## config.mk

```make
export PLATFORM = sky130hd
export DESIGN_NAME = fifo_stream_reader
export DESIGN_NICKNAME = d
export VERILOG_FILES = /design/src/rtl/fifo_stream_reader.sv
export SDC_FILE = /design/constraint.sdc
export NUM_CORES = 1
export LEC_CHECK = 0
export CORE_UTILIZATION = 44
export CTS_CLUSTER_SIZE = 8
export DETAILED_ROUTE_END_ITERATION = 8
export GPL_TIMING_DRIVEN = 0
export PLACE_DENSITY = 0.71
export SETUP_SLACK_MARGIN = 0.4
export SLEW_MARGIN = 20
export SYNTH_ARGS = -nofsm -noshare
export SYNTH_HDL_FRONTEND = slang
export SYNTH_SLANG_ARGS = --single-unit
export TNS_END_PERCENT = 50
```

## constraint.sdc

```tcl
create_clock -name clk -period 3.85 [get_ports clk]
set_input_delay 0.385 -clock clk [delete_from_list [all_inputs] [get_ports clk]]
set_output_delay 0.385 -clock clk [all_outputs]
set_load 0.02 [all_outputs]
```

## src/rtl/fifo_stream_reader.sv

```systemverilog
// Drains a registered-output synchronous FIFO into a valid/ready stream framed
// into fixed-length packets, using a 2-entry skid buffer to hide read latency.
module fifo_stream_reader #(
  parameter int DATA_WIDTH = 64,
  parameter int PKT_WORDS  = 256,
  parameter int CNT_WIDTH  = 32
) (
  input  logic                  clk,
  input  logic                  rst_n,
  input  logic                  enable,
  input  logic                  fifo_empty,
  output logic                  fifo_re,
  input  logic [DATA_WIDTH-1:0] fifo_dout,
  output logic [DATA_WIDTH-1:0] m_data,
  output logic                  m_valid,
  input  logic                  m_ready,
  output logic                  m_last,
  output logic                  busy,
  output logic [CNT_WIDTH-1:0]  pkt_count
);

  localparam int IDX_W = (PKT_WORDS > 2) ? $clog2(PKT_WORDS) : 1;
  localparam logic [IDX_W-1:0] LAST_IDX = IDX_W'(PKT_WORDS - 1);

  typedef enum logic [1:0] {IDLE, RUN, STOP} state_t;

  state_t                state, state_nxt;
  logic                  issue_ok;
  logic [1:0]            occ;
  logic                  rd_pend;
  logic [IDX_W-1:0]      rd_idx;
  logic [IDX_W-1:0]      wr_idx;
  logic [DATA_WIDTH-1:0] head_q;
  logic [DATA_WIDTH-1:0] tail_q;
  logic                  pop;
  logic                  rd_accept;
  logic [2:0]            fill_after;

  assign pop       = m_valid & m_ready;
  assign m_valid   = (occ != 2'd0);
  assign m_data    = head_q;
  assign m_last    = m_valid & (wr_idx == LAST_IDX);
  assign busy      = (state != IDLE);

  // Projected occupancy once the in-flight read lands and this cycle's pop retires.
  assign fill_after = {1'b0, occ} + {2'b00, rd_pend} - {2'b00, pop};
  assign fifo_re    = issue_ok & ~fifo_empty & (fill_after < 3'd2);
  assign rd_accept  = fifo_re & ~fifo_empty;

  // NOTE: every output of a combinational block gets a default first so no path leaves it unassigned (which would infer a latch).
  always_comb begin
    state_nxt = state;
    issue_ok  = 1'b0;
    case (state)
      IDLE: begin
        if (enable) state_nxt = RUN;
      end
      RUN: begin
        issue_ok = 1'b1;
        if (!enable) state_nxt = STOP;
      end
      STOP: begin
        issue_ok = (rd_idx != '0);
        if (enable) begin
          state_nxt = RUN;
        end else if ((rd_idx == '0) && !rd_pend && (occ == 2'd0)) begin
          state_nxt = IDLE;
        end
      end
      default: state_nxt = IDLE;
    endcase
  end

  // NOTE: sequential state uses non-blocking assignments so every register samples pre-edge values.
  always_ff @(posedge clk or negedge rst_n) begin
    if (!rst_n) begin
      state   <= IDLE;
      rd_pend <= 1'b0;
      rd_idx  <= '0;
    end else begin
      state   <= state_nxt;
      rd_pend <= rd_accept;
      if (rd_accept) rd_idx <= (rd_idx == LAST_IDX) ? '0 : rd_idx + 1'b1;
    end
  end

  // NOTE: the two buffer entries are reset because m_data must read zero out of reset; larger storage would normally be left unreset.
  always_ff @(posedge clk or negedge rst_n) begin
    if (!rst_n) begin
      head_q <= '0;
      tail_q <= '0;
      occ    <= 2'd0;
    end else begin
      case ({rd_pend, pop})
        2'b10: begin
          if (occ == 2'd0) head_q <= fifo_dout;
          else             tail_q <= fifo_dout;
          occ <= occ + 2'd1;
        end
        2'b01: begin
          head_q <= tail_q;
          occ    <= occ - 2'd1;
        end
        2'b11: begin
          // Capture and pop together: occupancy holds, arrival goes behind the survivor.
          if (occ == 2'd1) begin
            head_q <= fifo_dout;
          end else begin
            head_q <= tail_q;
            tail_q <= fifo_dout;
          end
        end
        default: ;
      endcase
    end
  end

  always_ff @(posedge clk or negedge rst_n) begin
    if (!rst_n) begin
      wr_idx    <= '0;
      pkt_count <= '0;
    end else if (pop) begin
      if (wr_idx == LAST_IDX) begin
        wr_idx    <= '0;
        pkt_count <= pkt_count + 1'b1;
      end else begin
        wr_idx <= wr_idx + 1'b1;
      end
    end
  end

endmodule
```

==> impl_metrics.py, run 1 <==
metrics = {
    "grt": {
        "antenna_found_initial": 1,
        "grt_pass1_vias": 5954,
        "grt_use_total": 0.210,
        "grt_pass1_wl_um": 29800,
        "grt_overflow": 0,
        "grt_max_degree": 102,
    },
    "die": {
        "die_h_um": 135,
        "coreArea_um2": 17400,
        "die_area_um2": 18300,
        "start_util": 0.451,
        "fp-row-count": 48,
        "die_w_um": 135,
        "io-pin-count": 169,
    },
    "power": {
        "p_seq_frac": 0.382,
        "total_power_mw": 7.76,
        "irDropWorstVdd_v": 0.000391,
        "powerDensity_nw_per_um2": 733,
        "p_sw_mw": 2.64,
        "leakagePower_nw": 4.57,
        "internal-power_mw": 5.12,
        "combPwrFrac": 0.368,
        "pwr-share-clk": 0.250,
        "switching_share": 0.341,
    },
    "clock_tree": {
        "clock_path_buffers": 2,
        "cts_tree": "yes",
        "cts-root-buf": "clkbuf_16",
        "cts.clk_slew.worst_paths_ps": 70,
        "clk_latency_ps": 420,
        "cts_buffers": 17,
        "cts_num_sinks": 181,
        "h-tree-depth": 4,
    },
    "setup_path": {
        "reg2reg_from": "occ[0]",
        "crit_fanout": 5,
        "rr_worst_depth": 13,
        "crit_arrival_ps": 2970,
        "path_class": "flop to output port",
        "r2r_setup_slack_ps": 830,
        "start_kind": "flop",
        "cp-end-kind": "output port",
        "crit_required_ps": 3460,
        "timing.rr.end": "rd_idx[0]",
    },
    "yosys": {
        "ys.flop_type": "dfrtp_1",
        "synth-seq-cells": 181,
        "syn_inst": 683,
        "yosysWarnings": 0,
        "synth_cell_types": 40,
        "synthTopCellsByArea": "dfrtp_1 (58%), mux2_2 (9.5%), a22oi_1 (6.1%)",
        "synth_enable_flop_cells": 0,
        "synth_compound_area_frac": 0.118,
        "synth_top_area_cell": "dfrtp_1",
        "yosys.area_share.simple": 0.104,
        "synth_top_family_by_area": "compound AO/OA/AOI/OAI gates",
        "netlist.area_leader.share": 0.579,
        "syn_nets": 768,
        "synth.area.mux_share": 0.0963,
        "synth-seq-area-share": 0.579,
        "synth.avg_cell_area_um2": 11.5,
        "synthAdderAreaFrac": 0.0265,
        "synth-xor-area-share": 0.0470,
        "synthesis.area_um2": 7820,
        "async_flop_share": 1.00,
    },
    "timing": {
        "min_period_ps": 3350,
        "slew_headroom": 0.516,
        "rsz0062_at_grt": "yes",
        "finalHoldViolCount": 0,
        "fmaxAchievable_mhz": 298,
        "finalClockSkew_ps": 9.99,
        "finalMaxSlewViolations": 0,
        "min_period_over_period": 0.871,
        "setup_viol": 0,
        "timing_worst_slew_pin_value_ps": 712,
    },
    "drt": {
        "drtIter0Drc": 273,
        "routed_wl_um": 18000,
        "ant_nets": 0,
        "dr.pass1.iters": 5,
        "vias_per_cell": 5.23,
        "num_vias": 5847,
        "wire_per_inst_um": 16.2,
        "remaining_drc_errors": 0,
    },
    "worst_hold_path": {
        "hp-class": "flop to flop",
        "holdCritStartpoint": "m_data[20]",
        "min_path_cells": 2,
        "hold_path_end": "m_data[20]",
    },
    "finish": {
        "area_delta_synth_final_pct": 35.3,
        "drive_above_1_share": 0.150,
        "fin_cells": 1117,
        "finalNetCount": 963,
    },
    "run_status": {
        "status": "finished clean",
    },
    "placement": {
        "place_congestion": 0.787,
        "portBuffers": 168,
        "placed_cells": 1077,
        "place_hpwl_um": 12500,
    },
    "run": {
        "max_cap_violations": 0,
    },
}
[stage by stage]
step	cell area, um^2	setup slack (ps)	util	setup TNS [ps]	hold WS [ps]
after floorplan	7820	879	-	0	89.4
after global placement	9790	-5170	0.564	-932860	461
after detailed placement	9820	-146	0.566	-146	421
after CTS	10600	438	0.609	0	484
after global routing	10600	365	0.610	0	503
final	10600	497	0.610	0	478
[power groups by stage]
stage / sequential [mW] / clock (mW) / combinational [mW]
2_1_floorplan: 3.30 / 0 / 1.32
3_3_place_gp: 2.99 / 0 / 2.72
3_5_place_dp: 3.01 / 0 / 2.79
4_1_cts: 2.97 / 1.98 / 2.88
5_1_grt: 3.07 / 2.06 / 3.14
6_report: 2.97 / 1.94 / 2.85
[logic make-up after synthesis]
family / after synthesis
AO/OA/AOI/OAI: 149
XOR/XNOR: 42
adder cells (fa/ha/maj): 16
buffers and inverters: 56
flip-flops: 181
multiplexers: 67
AND/OR/NAND/NOR: 172
[final cells by class]
cell class / instances / area, um^2
fillers: 1447 / 6770
clock buffers: 17 / 425
clock inverters: 15 / 238
inverters: 21 / 85.1
plain buffers: 35 / 151
well taps: 225 / 282
flip-flops and latches: 181 / 4530
multi-input cells: 446 / 3110
repair buffers: 176 / 1770
diodes: 1 / 2.50
[worst max path at each step]
stage                     depth (start not counted)  slack [ps]       endpoint     from
after floorplan                                  13         880      rd_idx[6]   occ[1]
after global placement                            1       -5170  pkt_count[22]    rst_n
after detailed placement                         11        -150        fifo_re  m_ready
after CTS                                        12         440        fifo_re   occ[0]
after global routing                             12         370        fifo_re   occ[0]
final                                            12         500        fifo_re   occ[0]
[cells in the mapped netlist, types with 2 or more instances]
library cell and count:
nor4_1 7, xor2_1 14, nor3_1 6, a22oi_1 64, and3_1 6, nand2b_1 3, or3_1 2, dfrtp_1 181
ha_1 15, o31ai_1 2, xnor2_1 28, nand3_1 21, inv_1 20, nand4_1 9, and4_1 3, o21ai_0 76
buf_2 10, mux2_2 66, nand2_1 86, buf_1 2, clkbuf_1 22, a21oi_1 3, nor2_1 20
[sequential cells by signal, summed over array words and instances (netlist names)]
register	cells
m_data	64
wr_idx	8
tail_q	64
state	2
pkt_count	32
rd_idx	8
rd_pend	1
occ	2
[timing repair]
item	4_1_cts	5_1_grt
setup buffers	5	1
hold buffers	1	0
endpoints found under the setup margin	1	1
resized for setup	14	1
hold endpoints to repair	80	0
gates cloned	0	0
[critical path, stage by stage (launching register included)]
cell        delay (ps)
dfrtp_1            390
inv_1              100
ha_4               170
nand2b_4           160
clkinvlp_4         140
ha_4               250
nand2b_1           160
fa_1               510
nand2_1             60
nor4_2             260
o21ai_2            120
inv_4               70
buf_4              130
[layout by cell type, fill, tap and decap left out, types with 2 or more instances in the layout]
cell	count
clkdlybuf4s50_1	166
mux2_2	66
o31ai_1	2
dfrtp_1	180
nand4_1	9
inv_1	18
or3_1	2
buf_2	10
clkbuf_16	17
buf_1	2
xnor2_1	28
ha_1	13
nor4_1	6
nand2b_1	3
and4_1	3
nor2_1	20
clkinvlp_4	3
buf_4	7
and3_1	6
nor3_1	6
clkbuf_1	22
o21ai_0	76
a22oi_1	64
a21oi_1	2
inv_6	6
nand3_1	21
bufinv_16	5
nand2_1	86
xor2_1	14
ha_4	2
[routing by layer]
layer	global-route usage	up-vias	wire length, um
li1	-	2802	-
met1	0.284	2898	8270
met2	0.333	136	8700
met3	0.0464	11	861
met4	0.0730	0	215
met5	0	-	0
(Power assumes the default switching activity.)
==> run 2, diff against run 1 <==
Settings changed: CORE_ASPECT_RATIO set to 1.1.
==> run 2 against run 1 <==
- die area hardly changed
- worst hold slack worse by 41 ps
- combinational power about the same
- fmax is 1.1% higher
- largest power group unchanged
- register-to-register slack gained 80 ps
- sequential share of layout area is 0.082 points lower
- highest routed layer unchanged
- count of clock-buffer cells in the layout is 2 higher
- via count decreased by 0.12%
- non-clock buffer count rose by 3
- worst setup slack improved by 37 ps
- clock power down 5%
- first-iteration DRC count is 16% lower
==> impl_metrics.py, run 2 (same netlist as run 1, synthesis figures left out) <==
metrics = {
    "drt": {
        "drtIter0Drc": 229,
        "vias_per_cell": 5.18,
        "remaining_drc_errors": 0,
        "wire_per_inst_um": 16.0,
        "dr.pass1.iters": 4,
        "ant_nets": 0,
        "routed_wl_um": 18100,
        "num_vias": 5840,
    },
    "worst_hold_path": {
        "hp-class": "input port to async pin",
    },
    "die": {
        "coreArea_um2": 17200,
        "io-pin-count": 169,
        "fp-row-count": 50,
        "die_w_um": 129,
        "die_h_um": 142,
        "die_area_um2": 18300,
        "start_util": 0.455,
    },
    "finish": {
        "fillers": 1450,
        "diodes": 0,
        "area_delta_synth_final_pct": 35.6,
        "finalNetCount": 966,
        "final_common_cell": "dfrtp_1",
        "drive_above_1_share": 0.150,
        "layout_common_cells": "dfrtp_1 (181), clkdlybuf4s50_1 (166), nand2_1 (86)",
    },
    "setup_path": {
        "start_kind": "flop",
        "path_class": "flop to output port",
        "crit_required_ps": 3460,
        "slowest_delay_ps": 480,
        "rr_worst_depth": 13,
        "path_cells": "inv_2 -> ha_4 -> nand2b_4 -> clkinvlp_4 -> ha_4 -> nand2b_1 -> fa_1 -> nand2_1 -> nor4_2 -> o21ai_2 -> inv_4 -> buf_4",
        "worst_path_max_delay_cell": "fa_1",
        "crit_fanout": 5,
        "crit_arrival_ps": 2930,
        "cp-end-kind": "output port",
        "crit_top_cell": "ha_4",
    },
    "clock_tree": {
        "clock_path_buffers": 2,
        "h-tree-depth": 4,
        "cts-root-buf": "clkbuf_16",
        "clk_latency_ps": 430,
        "cts_tree": "yes",
        "cts.clk_slew.worst_paths_ps": 70,
        "cts_buffers": 17,
        "cts_num_sinks": 181,
    },
    "timing": {
        "timing_worst_slew_pin_value_ps": 740,
        "setup_ws_ps": 534,
        "min_period_ps": 3320,
        "slew_headroom": 0.497,
        "min_period_over_period": 0.861,
        "finalMaxSlewViolations": 0,
        "fin_setup_tns_ps": 0,
        "fmaxAchievable_mhz": 302,
        "rsz0062_at_grt": "no",
        "setup_viol": 0,
        "finalHoldViolCount": 0,
        "finalClockSkew_ps": 8.08,
    },
    "grt": {
        "grt_pass1_vias": 5917,
        "grt_overflow": 0,
        "grt_pass1_wl_um": 30000,
        "grt_use_total": 0.211,
        "grt_max_degree": 84,
        "antenna_found_initial": 0,
    },
    "placement": {
        "portBuffers": 168,
        "place_hpwl_um": 12700,
        "place_congestion": 0.832,
        "dp_slack_ps": -105,
    },
    "power": {
        "irDropWorstVdd_v": 0.000368,
        "powerDensity_nw_per_um2": 724,
        "leakagePower_nw": 4.58,
    },
    "run": {
        "max_cap_violations": 0,
    },
    "run_status": {
        "status": "finished clean",
    },
}
## run 2: power breakdown
| part | total, mW | internal (mW) | switching [mW] |
|---|---|---|---|
| registers | 2.99 | 2.58 | 0.403 |
| logic | 2.84 | 1.36 | 1.48 |
| clock network | 1.85 | 1.10 | 0.754 |
## run 2: worst max-delay path: cells and delay by family, from the launching register on
family	cells	cell delay, ps
fa+ha+maj	3	880
simple gates	4	660
buf+inv	4	420
flops	1	420
compound gates	1	130
## run 2: final cells by class
class / count / area [um^2] / area share
flip-flops and latches: 181 / 4530 / 0.427
multi-input cells: 446 / 3110 / 0.293
repair buffers: 179 / 1810 / 0.171
clock buffers: 19 / 433 / 0.0408
well taps: 234 / 293 / 0.0276
clock inverters: 13 / 198 / 0.0186
plain buffers: 35 / 151 / 0.0143
inverters: 21 / 85.1 / 0.00802
## run 2: through the flow
stage	power [mW]	util	instances	hold WS (ps)	area, um^2
global route	8.17	0.616	1128	463	10600
floorplan	4.62	-	683	89.4	7820
finish	7.68	0.616	1128	436	10600
global placement	5.72	0.570	1085	460	9800
detailed placement	5.80	0.573	1087	300	9860
CTS	7.73	0.614	1124	440	10600
## run 2: path summary, 6_finish.rpt
kind                                from            end  slack (ps)
setup / recovery                  occ[0]        fifo_re         530
hold / removal                     rst_n   pkt_count[4]         440
setup reg to reg                  occ[0]      rd_idx[0]         910
hold reg to reg            pkt_count[31]  pkt_count[31]         470
max in group asynchronous          rst_n     m_data[36]        2390
min in group clk           pkt_count[31]  pkt_count[31]         470
## run 2: repair_timing
item,CTS,global route
hold buffers,1,0
setup buffers,4,4
endpoints found under the hold margin,45,0
cloned,0,0
resized for setup,11,3
pin swaps,0,1
endpoints found under the setup margin,1,1
## run 2: per-layer routing
metal	wire, um	up-vias	track usage
li1	-	2810	-
met1	7950	2844	0.267
met2	8300	169	0.329
met3	1550	17	0.0856
met4	261	0	0.0644
met5	0	-	0
